<file path="src/rtl/xadc_channel_reader.sv">
// Reads the four XADC aux channels (6, 7, 14, 15) over DRP after each end-of-conversion
// and keeps an IIR-smoothed 12-bit value per channel.
module xadc_channel_reader #(
    parameter int FILT_SHIFT = 2,
    parameter int TIMEOUT    = 255
) (
    input  logic        CLK100MHZ,
    input  logic        rst_n,
    input  logic        eoc,
    input  logic [4:0]  channel,
    input  logic        drdy,
    input  logic [15:0] do_in,
    output logic        den,
    output logic [6:0]  daddr,
    output logic        dwe,
    output logic [11:0] ch6_val,
    output logic [11:0] ch7_val,
    output logic [11:0] ch14_val,
    output logic [11:0] ch15_val,
    output logic        sample_valid,
    output logic [1:0]  sample_ch,
    output logic        timeout_err,
    output logic [1:0]  state_dbg
);

    // Handshake: den is a single-cycle DRP request; drdy is honoured only in WAIT,
    // and sample_valid pulses once per completed read with the value already updated.

    localparam int CW = ($clog2(TIMEOUT + 1) > 8) ? $clog2(TIMEOUT + 1) : 8;

    typedef enum logic [1:0] {
        S_IDLE  = 2'd0,
        S_REQ   = 2'd1,
        S_WAIT  = 2'd2,
        S_STORE = 2'd3
    } state_t;

    state_t        state, state_nxt;
    logic [CW-1:0] wait_cnt;
    logic [1:0]    ch_idx;
    logic [11:0]   raw;
    logic [11:0]   ch_val [4];
    logic [3:0]    primed;
    logic          is_aux;
    logic          wait_expired;
    logic [11:0]   cur_val;
    logic signed [12:0] diff;
    logic signed [12:0] step;
    logic [11:0]   filt_val;
    logic          unused_ok;

    assign is_aux = (channel == 5'h16) || (channel == 5'h17) ||
                    (channel == 5'h1E) || (channel == 5'h1F);
    assign wait_expired = (wait_cnt == CW'(TIMEOUT - 1));
    assign unused_ok = &{1'b0, do_in[3:0]};

    always_ff @(posedge CLK100MHZ or negedge rst_n) begin
        if (!rst_n) state <= S_IDLE;
        else        state <= state_nxt;
    end

    always_comb begin
        state_nxt = state;
        case (state)
            S_IDLE:  if (eoc && is_aux) state_nxt = S_REQ;
            S_REQ:   state_nxt = S_WAIT;
            S_WAIT:  if (drdy) state_nxt = S_STORE;
                     else if (wait_expired) state_nxt = S_IDLE;
            S_STORE: state_nxt = S_IDLE;
            default: state_nxt = S_IDLE;
        endcase
    end

    always_comb begin
        den       = (state == S_REQ);
        dwe       = 1'b0;
        state_dbg = state;
    end

    // Difference is taken signed at 13 bits; an arithmetic shift keeps the result between v and r.
    always_comb begin
        cur_val  = ch_val[ch_idx];
        diff     = $signed({1'b0, raw}) - $signed({1'b0, cur_val});
        step     = diff >>> FILT_SHIFT;
        filt_val = raw;
        if (primed[ch_idx] && FILT_SHIFT != 0)
            filt_val = 12'($signed({1'b0, cur_val}) + step);
    end

    always_ff @(posedge CLK100MHZ or negedge rst_n) begin
        if (!rst_n) begin
            daddr        <= '0;
            ch_idx       <= '0;
            wait_cnt     <= '0;
            raw          <= '0;
            primed       <= '0;
            sample_valid <= 1'b0;
            sample_ch    <= '0;
            timeout_err  <= 1'b0;
            for (int i = 0; i < 4; i++) ch_val[i] <= '0;
        end else begin
            sample_valid <= 1'b0;
            case (state)
                S_IDLE: begin
                    if (eoc && is_aux) begin
                        daddr  <= {2'b00, channel};
                        ch_idx <= {channel[3], channel[0]};
                    end
                end
                S_REQ: wait_cnt <= '0;
                S_WAIT: begin
                    wait_cnt <= wait_cnt + 1'b1;
                    if (drdy)              raw         <= do_in[15:4];
                    else if (wait_expired) timeout_err <= 1'b1;
                end
                S_STORE: begin
                    ch_val[ch_idx] <= filt_val;
                    primed[ch_idx] <= 1'b1;
                    sample_valid   <= 1'b1;
                    sample_ch      <= ch_idx;
                end
                default: ;
            endcase
        end
    end

    assign ch6_val  = ch_val[0];
    assign ch7_val  = ch_val[1];
    assign ch14_val = ch_val[2];
    assign ch15_val = ch_val[3];

endmodule

</file>
<file path="config.mk">
export PLATFORM = sky130hd
export DESIGN_NAME = xadc_channel_reader
export DESIGN_NICKNAME = d
export VERILOG_FILES = /design/src/rtl/xadc_channel_reader.sv
export SDC_FILE = /design/constraint.sdc
export NUM_CORES = 1
export LEC_CHECK = 0
export ABC_AREA = 1
export BUFFER_PORTS_ARGS = -buffer_cell sky130_fd_sc_hd__buf_2
export CAP_MARGIN = 10
export CORE_AREA = 5 5 110 112
export CTS_BUF_LIST = sky130_fd_sc_hd__clkbuf_4
export CTS_CLUSTER_DIAMETER = 60
export DETAILED_ROUTE_END_ITERATION = 16
export DIE_AREA = 0 0 115 117
export GPL_TIMING_DRIVEN = 0
export HOLD_SLACK_MARGIN = 0.08
export MAX_ROUTING_LAYER = met4
export PLACE_DENSITY = 0.67
export SYNTH_ARGS = -nofsm -noshare
export SYNTH_HDL_FRONTEND = slang
export SYNTH_SLANG_ARGS = --single-unit
export TNS_END_PERCENT = 30
</file>
<file path="constraint.sdc">
create_clock -name CLK100MHZ -period 8.7 [get_ports CLK100MHZ]
set_input_delay 0.435 -clock CLK100MHZ [delete_from_list [all_inputs] [get_ports CLK100MHZ]]
set_output_delay 0.435 -clock CLK100MHZ [all_outputs]
set_load 0.005 [all_outputs]
</file>
==> impl_metrics.toml, run 1 <==
[logic_synthesis]
synth_commonest_cells = "nand2_1 (134), dfrtp_1 (83), inv_1 (75)"
async_flop_share_pct = 100.0
yosysWarnings = 0
synth_edf_count = 0
synth.area.top_cells = "dfrtp_1 (43%), nand2_1 (10%), ha_1 (7.7%)"
synth_largest_area_cell = "dfrtp_1"
synth.top_cell.area_share_pct = 42.75
syn_avg_cell_area_sq_um = 8.030
ys_seq_area_share_pct = 42.75
ys_ff_latch = 83
synth_cells = 605
netlist_area_sq_um = 4858
synthMostInstantiatedCell = "nand2_1"
ys_types = 44
ys_dominant_reg_cell = "dfrtp_1"

[routing]
post_drt_wl_per_cell_microns = 16.05
route.vias.total = 4577
vias_per_cell = 5.397
routed_wl_mm = 13.61
dr.pass1.iters = 5
drt_iter0_drc = 383
ant_nets = 0
drc = 0

[critical_path]
endpoint = "ch6_val[10]"
cp-end-kind = "flip-flop"
critPathMaxFanout = 10
reg2reg_slack_ps = 4190
ff2ff_path_depth = 22
worstPathRequired_ps = 9100
r2r-start = "daddr[3]"
critical_path_class = "reg2reg"
critPathLaunchType = "flip-flop"
r2r-end = "ch6_val[10]"
crit_start = "daddr[3]"
crit_arrival_ps = 4900

[global_route]
grt_pass1_wl_mm = 22.02
grt_max_degree = 61
overflow = 0
antenna_found_initial = 0
grt_pass1_vias = 4380
track_usage_pct = 21.49

[clocking]
numCtsBuffers = 9
clockBufferDepth = 2
cts_tree = "built"
cts_hold_buf = 1
post_cts_buffers = 0
clock-sinks = 83
h-tree-depth = 3
clk_pin_slew_ps = 150
cts-root-buf = "clkbuf_4"
post_cts_resized = 0
clk_latency_ps = 480

[job]
cap_violations = 0

[finish]
diodes = 0
fin_cells = 848
final_layout_size_suffix_gt1_share_pct = 19.15
area_growth_pct = 15.84
final_nets = 756

[floorplan]
core_area_sq_um = 11130
row_count = 39
ios = 88
die_w_microns = 115
die_h_microns = 117
die-area_sq_um = 13460
start_util_pct = 43.67

[timing]
drv_slew = 0
period_share_pct = 51.79
slew_headroom_pct = 55.35
worst_slew_pin_slew_ps = 669.8
post-route-min-period_ps = 4505
fmax_ghz = 0.2220
finalSetupViolations = 0
hold_viol_final = 0
setup_tns_ps = 0
rsz0062_at_grt = "no"
finalClockSkew_ps = 26.75
finalWorstSetupSlack_ps = 4195

[placement]
hpwl_mm = 10.62
dp_cells = 831
gp_congestion = 0.8812
io_buffers = 80
place_ws_ps = 4250

[worst_hold_path]
hp-class = "in2reg"

[outcome]
outcome = "completed"
worst max-delay path, stage by stage (launching register included):
cell and delay [ps]:
dfrtp_1 540, inv_2 130, nor2_1 170, buf_2 340, a221oi_1 130, o21a_1 190
ha_1 330, a21o_1 220, inv_1 60, o21ai_0 70, o21bai_1 220, a21oi_1 250
o21ai_1 110, xor2_1 150, ha_1 350, inv_1 70, nor3_1 260, nand3_1 120
nand4_1 140, nor2_1 50, o21ai_1 310, nand3_1 100, o21ai_0 120
stage by stage:
step / area (sq um) / hold slack, ps / utilization [%]
final: 5628 / 201.4 / 50.58
after CTS: 5628 / 182.3 / 50.58
after global routing: 5628 / 185.5 / 50.58
after global placement: 5445 / 443.0 / 48.94
after detailed placement: 5475 / 367.9 / 49.21
after floorplan: 4866 / 139.4 / -
worst min path at each step:
| stage | startpoint | slack, ps | end | cells past startpoint |
|---|---|---|---|---|
| 3_5_place_dp | rst_n | 370 | ch7_val[6] | 1 |
| 5_1_grt | do_in[11] | 190 | raw[7] | 2 |
| 3_3_place_gp | daddr[4] | 440 | daddr[4] | 2 |
| 2_1_floorplan | rst_n | 140 | ch14_val[0] | 0 |
| 6_report | do_in[11] | 200 | raw[7] | 2 |
| 4_1_cts | do_in[11] | 180 | raw[7] | 2 |
sequential cells by signal, summed over array words and instances, names as in the netlist:
register and count:
daddr 4, wait_cnt 8, ch6_val 12, primed 4
sample_ch 2, ch14_val 12, ch_idx 1, sample_valid 1
raw 12, ch15_val 12, timeout_err 1, state_dbg 2
ch7_val 12
metal layers:
layer,track usage [%],up-vias,part of all wire [%]
li1,-,2189,-
met1,29.07,2184,45
met2,33.72,176,47
met3,3.342,28,6.2
met4,6.182,0,1.8
met5,-,-,0
final cells by class:
cell class	instances	area (sq um)
clock inverters	5	60.06
repair buffers	82	440.4
flip-flops and latches	83	2077
well taps	143	178.9
clock buffers	11	82.58
inverters	88	330.3
plain buffers	15	80.08
fillers	1104	5498
multi-input cells	421	2379
layout by cell type, fill, tap and decap left out, types with 2 or more instances in the layout:
cell type / Yosys / final
a21o_1: 3 / 3
a21oi_1: 32 / 32
a221oi_1: 5 / 5
a22oi_1: 9 / 9
a31oi_1: 5 / 5
and2_1: 3 / 3
buf_2: 1 / 80
buf_4: 4 / 5
clkbuf_1: 8 / 8
clkbuf_4: 0 / 11
conb_1: 1 / 3
dfrtp_1: 83 / 83
ha_1: 30 / 30
inv_1: 75 / 75
inv_2: 13 / 13
inv_6: 0 / 2
mux2_2: 4 / 4
nand2_1: 134 / 134
nand2_2: 3 / 3
nand3_1: 31 / 31
nand4_1: 6 / 6
nor2_1: 40 / 40
nor3_1: 9 / 9
nor3b_1: 3 / 3
o21a_1: 4 / 4
o21ai_0: 17 / 17
o21ai_1: 41 / 41
o21bai_1: 4 / 4
o22ai_1: 7 / 7
or2_2: 4 / 4
xnor2_1: 2 / 2
xor2_1: 10 / 10
cell families (layout without fill, tap and decap cells):
kind of cell | Yosys count | after routing | share of synthesized area (%)
simple gates | 236 | 236 | 20.76
xor+xnor | 12 | 12 | 2.163
compound gates | 134 | 134 | 16.53
other cells | 1 | 3 | 0.07719
mux | 5 | 5 | 1.133
fa+ha+maj | 31 | 31 | 8.138
buf+inv | 103 | 201 | 8.447
flops | 83 | 83 | 42.75
Power of run 1 is not shown: default switching activity piles up to over one toggle a cycle in this logic, so the estimate is an artifact.
==> inputs of run 2 (changes only) <==
- clock period: 8.7 -> 4.3 ns (I/O delays scaled with it)
==> run 2 against run 1 <==
Via count is 0.28% higher. Maximum frequency rose by 11%. Critical path depth fell by 2. Clock skew increased by 2.7 ps. Global-route usage increased by 0.28 points. Setup slack worse by 3900 ps. Non-clock buffer count rose by 16. Final cell count is 1.9% higher. Routed wire length grew 1.5%. Critical path type unchanged.
==> impl_metrics.toml, run 2 (synthesized netlist as in run 1, its figures left out) <==
[outcome]
outcome = "completed"

[clocking]
clk_latency_ps = 470
clk_pin_slew_ps = 160
cts_tree = "built"
numCtsBuffers = 9
h-tree-depth = 3
clock-sinks = 83
cts-root-buf = "clkbuf_4"
clockBufferDepth = 2

[timing]
worst_slew_pin_slew_ps = 671.8
finalSetupViolations = 0
hold_viol_final = 0
finalClockSkew_ps = 29.50
period_share_pct = 94.01
drv_slew = 0
finalWorstSetupSlack_ps = 257.5
post-route-min-period_ps = 4043
fmax_ghz = 0.2474
slew_headroom_pct = 55.21

[global_route]
grt_pass1_vias = 4455
grt_pass1_wl_mm = 22.31
antenna_found_initial = 0
track_usage_pct = 21.77
grt_max_degree = 61
overflow = 0

[finish]
layout_commonest_cell = "nand2_1"
diodes = 0
final_cell_mix = "nand2_1 (134), dfrtp_1 (82), buf_2 (79)"
seq_area_sq_um = 2078
fin_cells = 864
final_nets = 772
fillers = 1073
multiInputGateArea_sq_um = 2427
area_growth_pct = 20.29
final_layout_size_suffix_gt1_share_pct = 20.53

[critical_path]
critPathSlowestCell = "dfrtp_1"
cp-end-kind = "flip-flop"
ff2ff_path_depth = 20
crit_arrival_ps = 4420
cp_cell_sequence = "buf_4, nand2_1, inv_4, a22oi_1, and2_1, ha_1, a21oi_1, o21ai_0, o21bai_2, a21oi_2, o21ai_1, xor2_1, ha_1, inv_1, o21bai_1, nor2_1, a31o_2, nand3_1, nand3_1, o21ai_0"
critPathMaxStageDelay_ps = 400
critical_path_class = "reg2reg"
critPathLaunchType = "flip-flop"
worstPathRequired_ps = 4680
critPathMaxFanout = 9

[placement]
hpwl_mm = 10.62
place_ws_ps = -150.2
gp_congestion = 0.8812
io_buffers = 80
dp_cells = 831

[floorplan]
die_h_microns = 117
start_util_pct = 43.67
die-area_sq_um = 13460
ios = 88
row_count = 39
core_area_sq_um = 11130
die_w_microns = 115

[routing]
dr.pass1.iters = 7
post_drt_wl_per_cell_microns = 16.00
vias_per_cell = 5.313
route.vias.total = 4590
routed_wl_mm = 13.82
ant_nets = 0
drc = 0
drt_iter0_drc = 380

[worst_hold_path]
hp-class = "in2async"

[job]
cap_violations = 0
[run 2: changes by cell type in the layout (fill, tap and decap cells not counted), sizes merged]
cell,previous run,this run
buf,88,89
dlygate4sd3,1,16
[run 2: repair_timing]
| item | 4_1_cts | 5_1_grt |
|---|---|---|
| setup buffers | 0 | 1 |
| gates resized for setup | 3 | 14 |
| pin swaps | 0 | 3 |
| hold buffers | 16 | 0 |
| setup endpoints to repair | 5 | 20 |
| endpoints found under the hold margin | 99 | 0 |
[run 2: worst paths after layout]
check	startpoint	to	slack [ps]
max	ch_idx[0]	ch14_val[9]	260
min	rst_n	ch7_val[6]	160
min reg2reg	daddr[2]	daddr[2]	480
max in group asynchronous	rst_n	raw[2]	3500
max reg2reg	ch_idx[0]	ch14_val[9]	260
min in group CLK100MHZ	channel[4]	daddr[2]	210
[run 2: cell type report]
class | count | area share [%]
well taps | 143 | 3.061
inverters | 88 | 5.695
flip-flops and latches | 83 | 35.56
clock buffers | 11 | 1.413
plain buffers | 15 | 1.477
multi-input cells | 421 | 41.53
repair buffers | 98 | 10.23
clock inverters | 5 | 1.028
[run 2: worst max-delay path: cells and delay by family (launching register included)]
kind	cells	cell delay, ps
AO/OA/AOI/OAI	9	1540
AND/OR/NAND/NOR	5	800
adder cells (fa/ha/maj)	2	650
flip-flops	1	400
buffers and inverters	3	400
XOR/XNOR	1	150
[run 2: through the flow]
stage / setup TNS, ps / hold slack [ps] / utilization [%] / instance area [sq um]
floorplan: 0 / -80.59 / - / 4866
global placement: -36.62 / 443.0 / 48.94 / 5445
detailed placement: -447.6 / 147.9 / 49.21 / 5475
CTS: 0 / 161.8 / 51.99 / 5784
global route: -65.85 / 197.0 / 52.53 / 5844
finish: 0 / 161.8 / 52.53 / 5844
[run 2: layer usage]
metal  up-vias  part of all wire, %  global-route usage [%]
met5         -                    0                       -
li1       2219                    -                       -
met2       191                   47                   34.65
met1      2157                   44                   29.12
met3        23                  7.3                   3.239
met4         0                  1.9                   6.260
Power of run 2 is left out for the same reason.
